`src/rtl/mod4051_chunk_accumulator.sv`:
```
// Serial modular accumulator: sums one W-bit residue per cycle modulo MODULUS
// and presents the reduced residue of each operand on a valid/ready output.
module mod4051_chunk_accumulator #(
  parameter int MODULUS = 4051,
  parameter int W       = 12,
  parameter int CNT_W   = 8
) (
  input  logic             clk,
  input  logic             rst,
  input  logic             in_valid,
  output logic             in_ready,
  input  logic [W-1:0]     in_data,
  input  logic             in_last,
  output logic             out_valid,
  input  logic             out_ready,
  output logic [W-1:0]     out_data,
  output logic [CNT_W-1:0] out_count,
  output logic             out_err
);

  localparam logic [W:0] MOD_X = (W+1)'(MODULUS);

  typedef enum logic {ACCUM = 1'b0, DONE = 1'b1} state_t;

  state_t           state, state_nxt;
  logic [W-1:0]     acc;
  logic [CNT_W-1:0] cnt;
  logic             err;

  logic             accept;
  logic             over;
  logic [W-1:0]     d;
  logic [W-1:0]     acc_nxt;

  // One conditional subtract is enough for any value below 2*MODULUS.
  function automatic logic [W-1:0] mod_reduce(input logic [W:0] s);
    logic [W:0] t;
    t = (s >= MOD_X) ? (s - MOD_X) : s;
    return t[W-1:0];
  endfunction

  function automatic logic [CNT_W-1:0] sat_inc(input logic [CNT_W-1:0] c);
    return (&c) ? c : (c + CNT_W'(1));
  endfunction

  assign over    = ({1'b0, in_data} >= MOD_X);
  assign d       = mod_reduce({1'b0, in_data});
  assign acc_nxt = mod_reduce({1'b0, acc} + {1'b0, d});
  assign accept  = in_valid & in_ready;

  always_comb begin
    state_nxt = state;
    in_ready  = 1'b0;
    out_valid = 1'b0;
    case (state)
      ACCUM: begin
        in_ready = 1'b1;
        if (in_valid && in_last) state_nxt = DONE;
      end
      DONE: begin
        out_valid = 1'b1;
        if (out_ready) state_nxt = ACCUM;
      end
      default: state_nxt = ACCUM;
    endcase
  end

  always_ff @(posedge clk or posedge rst) begin
    if (rst) begin
      state <= ACCUM;
    end else begin
      state <= state_nxt;
    end
  end

  always_ff @(posedge clk or posedge rst) begin
    if (rst) begin
      acc       <= '0;
      cnt       <= '0;
      err       <= 1'b0;
      out_data  <= '0;
      out_count <= '0;
      out_err   <= 1'b0;
    end else if (accept) begin
      acc <= acc_nxt;
      cnt <= sat_inc(cnt);
      err <= err | over;
      if (in_last) begin
        out_data  <= acc_nxt;
        out_count <= sat_inc(cnt);
        out_err   <= err | over;
      end
    end else if (state == DONE && out_ready) begin
      // Running state is cleared on handshake; the result registers hold.
      acc <= '0;
      cnt <= '0;
      err <= 1'b0;
    end
  end

endmodule

```
`config.mk`:
```
export PLATFORM = sky130hd
export DESIGN_NAME = mod4051_chunk_accumulator
export DESIGN_NICKNAME = d
export VERILOG_FILES = /design/src/rtl/mod4051_chunk_accumulator.sv
export SDC_FILE = /design/constraint.sdc
export NUM_CORES = 1
export LEC_CHECK = 0
export ABC_CLOCK_PERIOD_IN_PS = 3500
export CORE_MARGIN = 2
export CORE_UTILIZATION = 45
export CTS_BUF_LIST = sky130_fd_sc_hd__clkbuf_4
export DETAILED_ROUTE_END_ITERATION = 8
export PLACE_DENSITY = 0.81
export SYNTH_ARGS = -nofsm -noshare
export SYNTH_HDL_FRONTEND = slang
export SYNTH_SLANG_ARGS = --single-unit
```
`constraint.sdc`:
```
create_clock -name clk -period 3.5 [get_ports clk]
set_clock_uncertainty 0.05 [all_clocks]
set_input_delay 0.875 -clock clk [delete_from_list [all_inputs] [get_ports clk]]
set_output_delay 0.875 -clock clk [all_outputs]
set_load 0.01 [all_outputs]
```
==> reports/metrics.cfg, run 1 <==
[detailed_routing]
num_vias=3289
postRouteAntennaNets=0
viasPerCell=5.863
wire_per_inst_um=16.14
drt-initial-drc-count=225
routed_wl_mm=9.052
drc_errors=0
firstDrtPassIters=4

[outcome]
failed_checks=setup timing
outcome=complete, but fails checks

[global_route]
grt_max_degree=44
overflow=0
antenna_found_initial=0
grt_pass1_wl_mm=14.61
grt_pass1_vias=3284
grt_usage=0.2433

[pwr]
vdd_drop_max_uv=458.2
total_power_uw=4310
p_leak_uw=0.002006
power_per_cell_area_mw_per_mm2=935.1

[critical_path]
arrival_ps=4290
crit_path_start_kind=primary input
crit_family=compound AO/OA/AOI/OAI gates
crit_path_cell_trace=buf_8, ha_4, nor3_4, nor2b_4, nor2_4, nor2_4, mux2_4, ha_4, buf_4, a211oi_4, nor4_2, o31ai_2, o211ai_1, buf_4, a2111oi_4, a21oi_2, or3_1, a32o_1
r2r_start=acc[6]
startpoint=in_data[1]
cp.buffers_inverters=3
critPathKind=primary input to register
critPathRequiredTime_ps=3710
cp_max_fo=6
slowest_stage=or3_1
endpoint_kind=register
worst_path_largest_cell_delay_ps=390

[finish]
final_cell_count_no_fill=561
finalCoreUtilization=0.7137
final_area_mm2=0.004609
layout-drive-gt1-share=0.3492
num_antenna_cells=0
nFillCells=483
nNetsFinal=516
syn_to_final_growth_pct=51.17

[placement]
gp_congestion=0.9270
portBuffers=39
dp_hpwl_mm=6.291
dpl-instance-area_mm2=0.004114
post-place-cells=534

[clock_network]
htree_num_levels=2
clock-root-buffer=clkbuf_4
cts_buffers=5
clock_path_buffers=2
clk_pin_slew_ps=130
clock_latency_ps=360
cts_tree=yes
clock_sinks=43

[timing]
period_needed_ps=4081
setup_violations=24
setup_tns_ps=-10850
max_slew_margin=0.5565
rsz0062_at_grt=true
tightestPinTransition_ps=663.9
clock.fmax_mhz=245.0
hold_viol=0
slew_violations=0
worst_slack_ps=-581.0
finalCritPeriodShare=1.166

[die]
die-height_um=86.32
io_pins=40
rows=29
initial_utilization=0.4721
core-area_mm2=0.006459
dieArea_mm2=0.007450
die_x_um=86.32

[logic_synthesis]
ys_ff_latch=43
synth_flop_cell=dfrtp_1
syn-mean-instance-area_um2=8.423
ys_types=57
async_flop_share=1.000
yosysWarningCount=0
netlist_area_mm2=0.003049
synth_nets=395
synth-edff-count=0
syn_inst=362
ys_seq_area_frac=0.3529

[hold_path]
hold_start=out_err
min_path_type=register to register

[job]
max_cap_violations=0

==> final timing paths <==
check | depth (start not counted) | end | slack [ps]
worst min register to register | 2 | out_err | 440
worst max-delay path | 18 | acc[5] | -580
worst min-delay path | 2 | out_err | 440
min in group asynchronous | 3 | out_data[4] | 880
worst max register to register | 13 | acc[5] | 350
max in group asynchronous | 3 | cnt[6] | 2130
==> placed cells by master (no fill, tap or decap), drive strengths merged, types with 4 or more instances in the layout <==
cell and instances:
buf 99, nand3 16, o21ai 41, dfrtp 43, nor2 22, nand2 50, ha 15, o31ai 5
or3 4, mux2i 5, o211ai 4, xor2 6, a31oi 5, a21oi 18, a211oi 5, nor2b 13
and2 5, nor3 8, clkdlybuf4s50 27, inv 10, xnor2 12, clkbuf 5
==> cells by family (layout without fill, tap and decap cells) <==
| kind of cell | after synthesis | after routing | synth area share |
|---|---|---|---|
| DFF | 43 | 43 | 0.3529 |
| adders and majority gates | 16 | 16 | 0.06812 |
| AOI/OAI and AO/OA | 109 | 109 | 0.2372 |
| muxes | 7 | 7 | 0.02380 |
| buffers and inverters | 26 | 148 | 0.03242 |
| xor gates and xnor gates | 18 | 18 | 0.05170 |
| and+or+nand+nor | 143 | 143 | 0.2339 |
==> report_power, final <==
part | switching, µW | leakage [µW] | internal [µW] | total (µW)
sequential | 148 | 0.000551 | 662 | 810
combinational | 1540 | 0.00141 | 1650 | 3190
clock | 162 | 0.0000426 | 147 | 309
==> synth_stat cells, types with 3 or more instances <==
| library cell | n | area, µm² |
|---|---|---|
| a211oi_1 | 5 | 37.54 |
| a21oi_1 | 17 | 85.08 |
| a31oi_1 | 5 | 31.28 |
| a32oi_1 | 3 | 26.28 |
| and2_1 | 5 | 31.28 |
| clkbuf_1 | 14 | 52.55 |
| dfrtp_1 | 43 | 1076 |
| ha_1 | 15 | 187.7 |
| inv_1 | 10 | 37.54 |
| mux2i_1 | 5 | 50.05 |
| nand2_1 | 50 | 187.7 |
| nand2b_1 | 3 | 18.77 |
| nand3_1 | 15 | 75.07 |
| nand3b_1 | 3 | 22.52 |
| nand4_1 | 3 | 18.77 |
| nor2_1 | 22 | 82.58 |
| nor2b_1 | 13 | 81.33 |
| nor3_1 | 8 | 40.04 |
| nor4_1 | 3 | 18.77 |
| o211ai_1 | 4 | 30.03 |
| o21ai_0 | 41 | 205.2 |
| o31ai_1 | 5 | 37.54 |
| or2_2 | 3 | 18.77 |
| or3_1 | 4 | 25.02 |
| or4_1 | 3 | 22.52 |
| or4b_2 | 3 | 30.03 |
| xnor2_1 | 12 | 105.1 |
| xor2_1 | 6 | 52.55 |
==> timing repair <==
item / in CTS / in global routing
gates resized for setup: 92 / 23
setup endpoints to repair: 24 / 24
buffers inserted: 15 / 6
hold buffers: 0 / 0
pin swaps: 45 / 15
==> sequential cells by signal (all words and copies together) (netlist names) <==
register,count
err,1
out_err,1
out_count,8
state,1
cnt,8
out_data,12
acc,12
==> metal layers <==
layer	share of wire	up-vias	global-route usage
met4	0.028	0	0.1080
met1	0.39	1582	0.2714
li1	-	1575	-
met2	0.54	104	0.4567
met5	0	-	0
met3	0.043	28	0.03429
==> stage by stage <==
| stage | hold WS, ps | worst slack, ps |
|---|---|---|
| global placement | 403.6 | -1399 |
| CTS | 443.1 | -547.1 |
| global route | 478.2 | -824.7 |
| detailed placement | 415.0 | -1498 |
| finish | 436.8 | -581.0 |
| floorplan | 406.3 | -896.6 |
==> area by class of cell <==
cell class / count / area, µm² / area share
tap: 77 / 96.34 / 0.02090
multi-input combinational: 293 / 2225 / 0.4826
inverter: 10 / 37.54 / 0.008143
clock buffer: 5 / 37.54 / 0.008143
clock inverter: 3 / 38.79 / 0.008415
timing repair buffer: 130 / 1099 / 0.2383
sequential: 43 / 1076 / 0.2334
==> worst reg2reg max path, delay by kind of cell (launching register included) <==
| family | cells | cell delay, ps |
|---|---|---|
| flip-flops | 1 | 440 |
| adder cells (fa/ha/maj) | 1 | 320 |
| AO/OA/AOI/OAI | 7 | 1270 |
| buffers and inverters | 4 | 600 |
| AND/OR/NAND/NOR | 1 | 390 |
Power figures use the tool's default switching activity.
==> inputs of run 2 (changes only) <==
--- a/config.mk
+++ b/config.mk
@@ -9,6 +9,7 @@
 export CORE_MARGIN = 2
 export CORE_UTILIZATION = 45
 export CTS_BUF_LIST = sky130_fd_sc_hd__clkbuf_4
+export CTS_CLUSTER_SIZE = 24
 export DETAILED_ROUTE_END_ITERATION = 8
 export PLACE_DENSITY = 0.81
 export SYNTH_ARGS = -nofsm -noshare
==> results of run 2 <==
Same layout as run 1: the final DEF is identical, and so are final timing and power.
==> inputs of run 3 (changes only) <==
--- a/config.mk
+++ b/config.mk
@@ -6,7 +6,6 @@
 export NUM_CORES = 1
 export LEC_CHECK = 0
 export ABC_CLOCK_PERIOD_IN_PS = 3500
-export CORE_MARGIN = 2
 export CORE_UTILIZATION = 45
 export CTS_BUF_LIST = sky130_fd_sc_hd__clkbuf_4
 export CTS_CLUSTER_SIZE = 24
==> run 3 against run 2 <==
  * The run ends with DRC, setup timing left
  * Sequential cell count did not move
  * Sequential share of layout area fell by 0.37 points
  * Critical path type unchanged
  * Non-clock buffer count rose by 6
  * Critical path depth rose by 1
  * Clock-buffer cell count rose by 1
  * Routed wire length rose by 1.9%
  * Register-to-register slack improved by 70 ps
  * Critical endpoint is now out_data[5]
  * Total power rose by 3.0%
  * Cell count rose by 1.1%
  * Worst hold slack improved by 3.7 ps
  * Via count rose by 0.49%
  * Clock power rose by 29%
==> reports/metrics.cfg, run 3 (same netlist as run 1, synthesis figures left out) <==
[outcome]
outcome=complete, but fails checks
failed_checks=DRC, setup timing

[detailed_routing]
wire_per_inst_um=16.27
postRouteAntennaNets=0
num_vias=3305
firstDrtPassIters=7
viasPerCell=5.829
drt-initial-drc-count=294
routed_wl_mm=9.224
drc_errors=8

[placement]
portBuffers=39
gp_congestion=0.9281
dpl-instance-area_mm2=0.004136
pre_cts_ws_ps=-1556
dp_hpwl_mm=6.289

[finish]
nNetsFinal=522
layout-drive-gt1-share=0.3653
layout_common_cells=89 x buf_4, 48 x nand2_1, 43 x dfrtp_1, 30 x o21ai_0, 27 x clkdlybuf4s50_1
top_regs=acc: 12 flops, out_data: 12 flops
nFillCells=468
final_area_mm2=0.004684
regArea_mm2=0.001076
num_antenna_cells=0
multi_input_area_mm2=0.002250
mostFrequentLayoutCell=buf_4
syn_to_final_growth_pct=53.63

[die]
die-height_um=84.32
die_x_um=84.32
initial_utilization=0.4721
rows=29
core-area_mm2=0.006459
dieArea_mm2=0.007109
io_pins=40

[timing]
max_slew_margin=0.5670
hold_viol=0
period_needed_ps=4129
slew_violations=0
setup_tns_ps=-13230
setup_violations=24
tightestPinTransition_ps=647.9
rsz0062_at_grt=true
finalCritPeriodShare=1.180
clock.fmax_mhz=242.2
worst_slack_ps=-628.6
hold_ws_ps=440.5

[critical_path]
critPathRequiredTime_ps=3710
slowest_stage=a2111oi_4
worst_path_largest_cell_delay_ps=400
cp_max_fo=5
critPathKind=primary input to register
crit_path_start_kind=primary input
crit_path_cell_trace=buf_8, ha_4, nor3_4, nor2b_4, nor2_4, nor2_4, buf_6, xor2_2, ha_2, inv_2, fa_2, nand2b_4, a211oi_4, o31a_1, o211ai_1, a2111oi_4, a21oi_2, or3_4, a31o_4
cp.buffers_inverters=3
cpMostUsedCell=nor2_4
crit_family=compound AO/OA/AOI/OAI gates
endpoint_kind=register
arrival_ps=4340

[clock_network]
clock-root-buffer=clkbuf_4
htree_num_levels=2
cts_buffers=5
clock_path_buffers=2
clock_sinks=43
clock_latency_ps=360
cts_tree=yes
clk_pin_slew_ps=130
hold_buffers=0

[global_route]
grt_pass1_wl_mm=14.89
grt_pass1_vias=3199
overflow=0
grt_usage=0.2594
grt_max_degree=44
antenna_found_initial=0

[pwr]
power_per_cell_area_mw_per_mm2=947.9
p_leak_uw=0.002060
total_power_uw=4441
vdd_drop_max_uv=530.4

[hold_path]
min_path_type=register to register

[job]
max_cap_violations=0

## run 3: report_power, final
| part | switching (µW) | internal, µW | total (µW) |
|---|---|---|---|
| clock | 170 | 231 | 400 |
| combinational | 1560 | 1670 | 3230 |
| sequential | 144 | 662 | 806 |
## run 3: what timing repair did
| item | 4_1_cts | 5_1_grt |
|---|---|---|
| endpoints found under the setup margin | 24 | 24 |
| resized for setup | 84 | 21 |
| setup buffers | 15 | 6 |
| endpoints found under the hold margin | 0 | 0 |
| gates cloned | 0 | 1 |
| pin swaps | 34 | 18 |
## run 3: path summary, 6_finish.rpt
kind                       cells past startpoint  slack, ps         start      endpoint
max                                           19       -630    in_data[1]   out_data[5]
min reg2reg                                    2        440  out_count[2]  out_count[2]
min in group asynchronous                      3        870           rst  out_count[0]
max in group asynchronous                      3       2140           rst  out_count[2]
max reg2reg                                   10        420        acc[3]   out_data[5]
min                                            2        440  out_count[2]  out_count[2]
## run 3: final cells by class
type / instances / share of cell area
clock buffers: 6 / 0.009615
clock inverters: 2 / 0.01282
multi-input cells: 293 / 0.4802
well taps: 77 / 0.02057
flip-flops and latches: 43 / 0.2297
inverters: 10 / 0.008013
repair buffers: 136 / 0.2390
## run 3: metrics by stage
step	std cells	util
global route	567	0.7253
finish	567	0.7253
global placement	537	0.6404
detailed placement	537	0.6404
floorplan	362	-
CTS	560	0.7013
## run 3: per-layer routing
metal | vias up | global-route usage | wire [µm] | part of all wire
li1 | 1573 | - | - | -
met1 | 1599 | 0.3067 | 3687 | 0.40
met2 | 119 | 0.4963 | 4994 | 0.54
met3 | 14 | 0.02950 | 400 | 0.043
met4 | 0 | 0.06740 | 142 | 0.015
met5 | - | 0 | 0 | 0
## run 3: worst register-to-register path: stages, from the launching register on
cell and delay [ps]:
dfrtp_1 440, ha_1 370, buf_4 140, o21ai_0 150, nor4_2 350, or4_1 190, o211ai_1 160, a2111oi_4 400
a21oi_2 140, or3_4 360, a31o_4 230
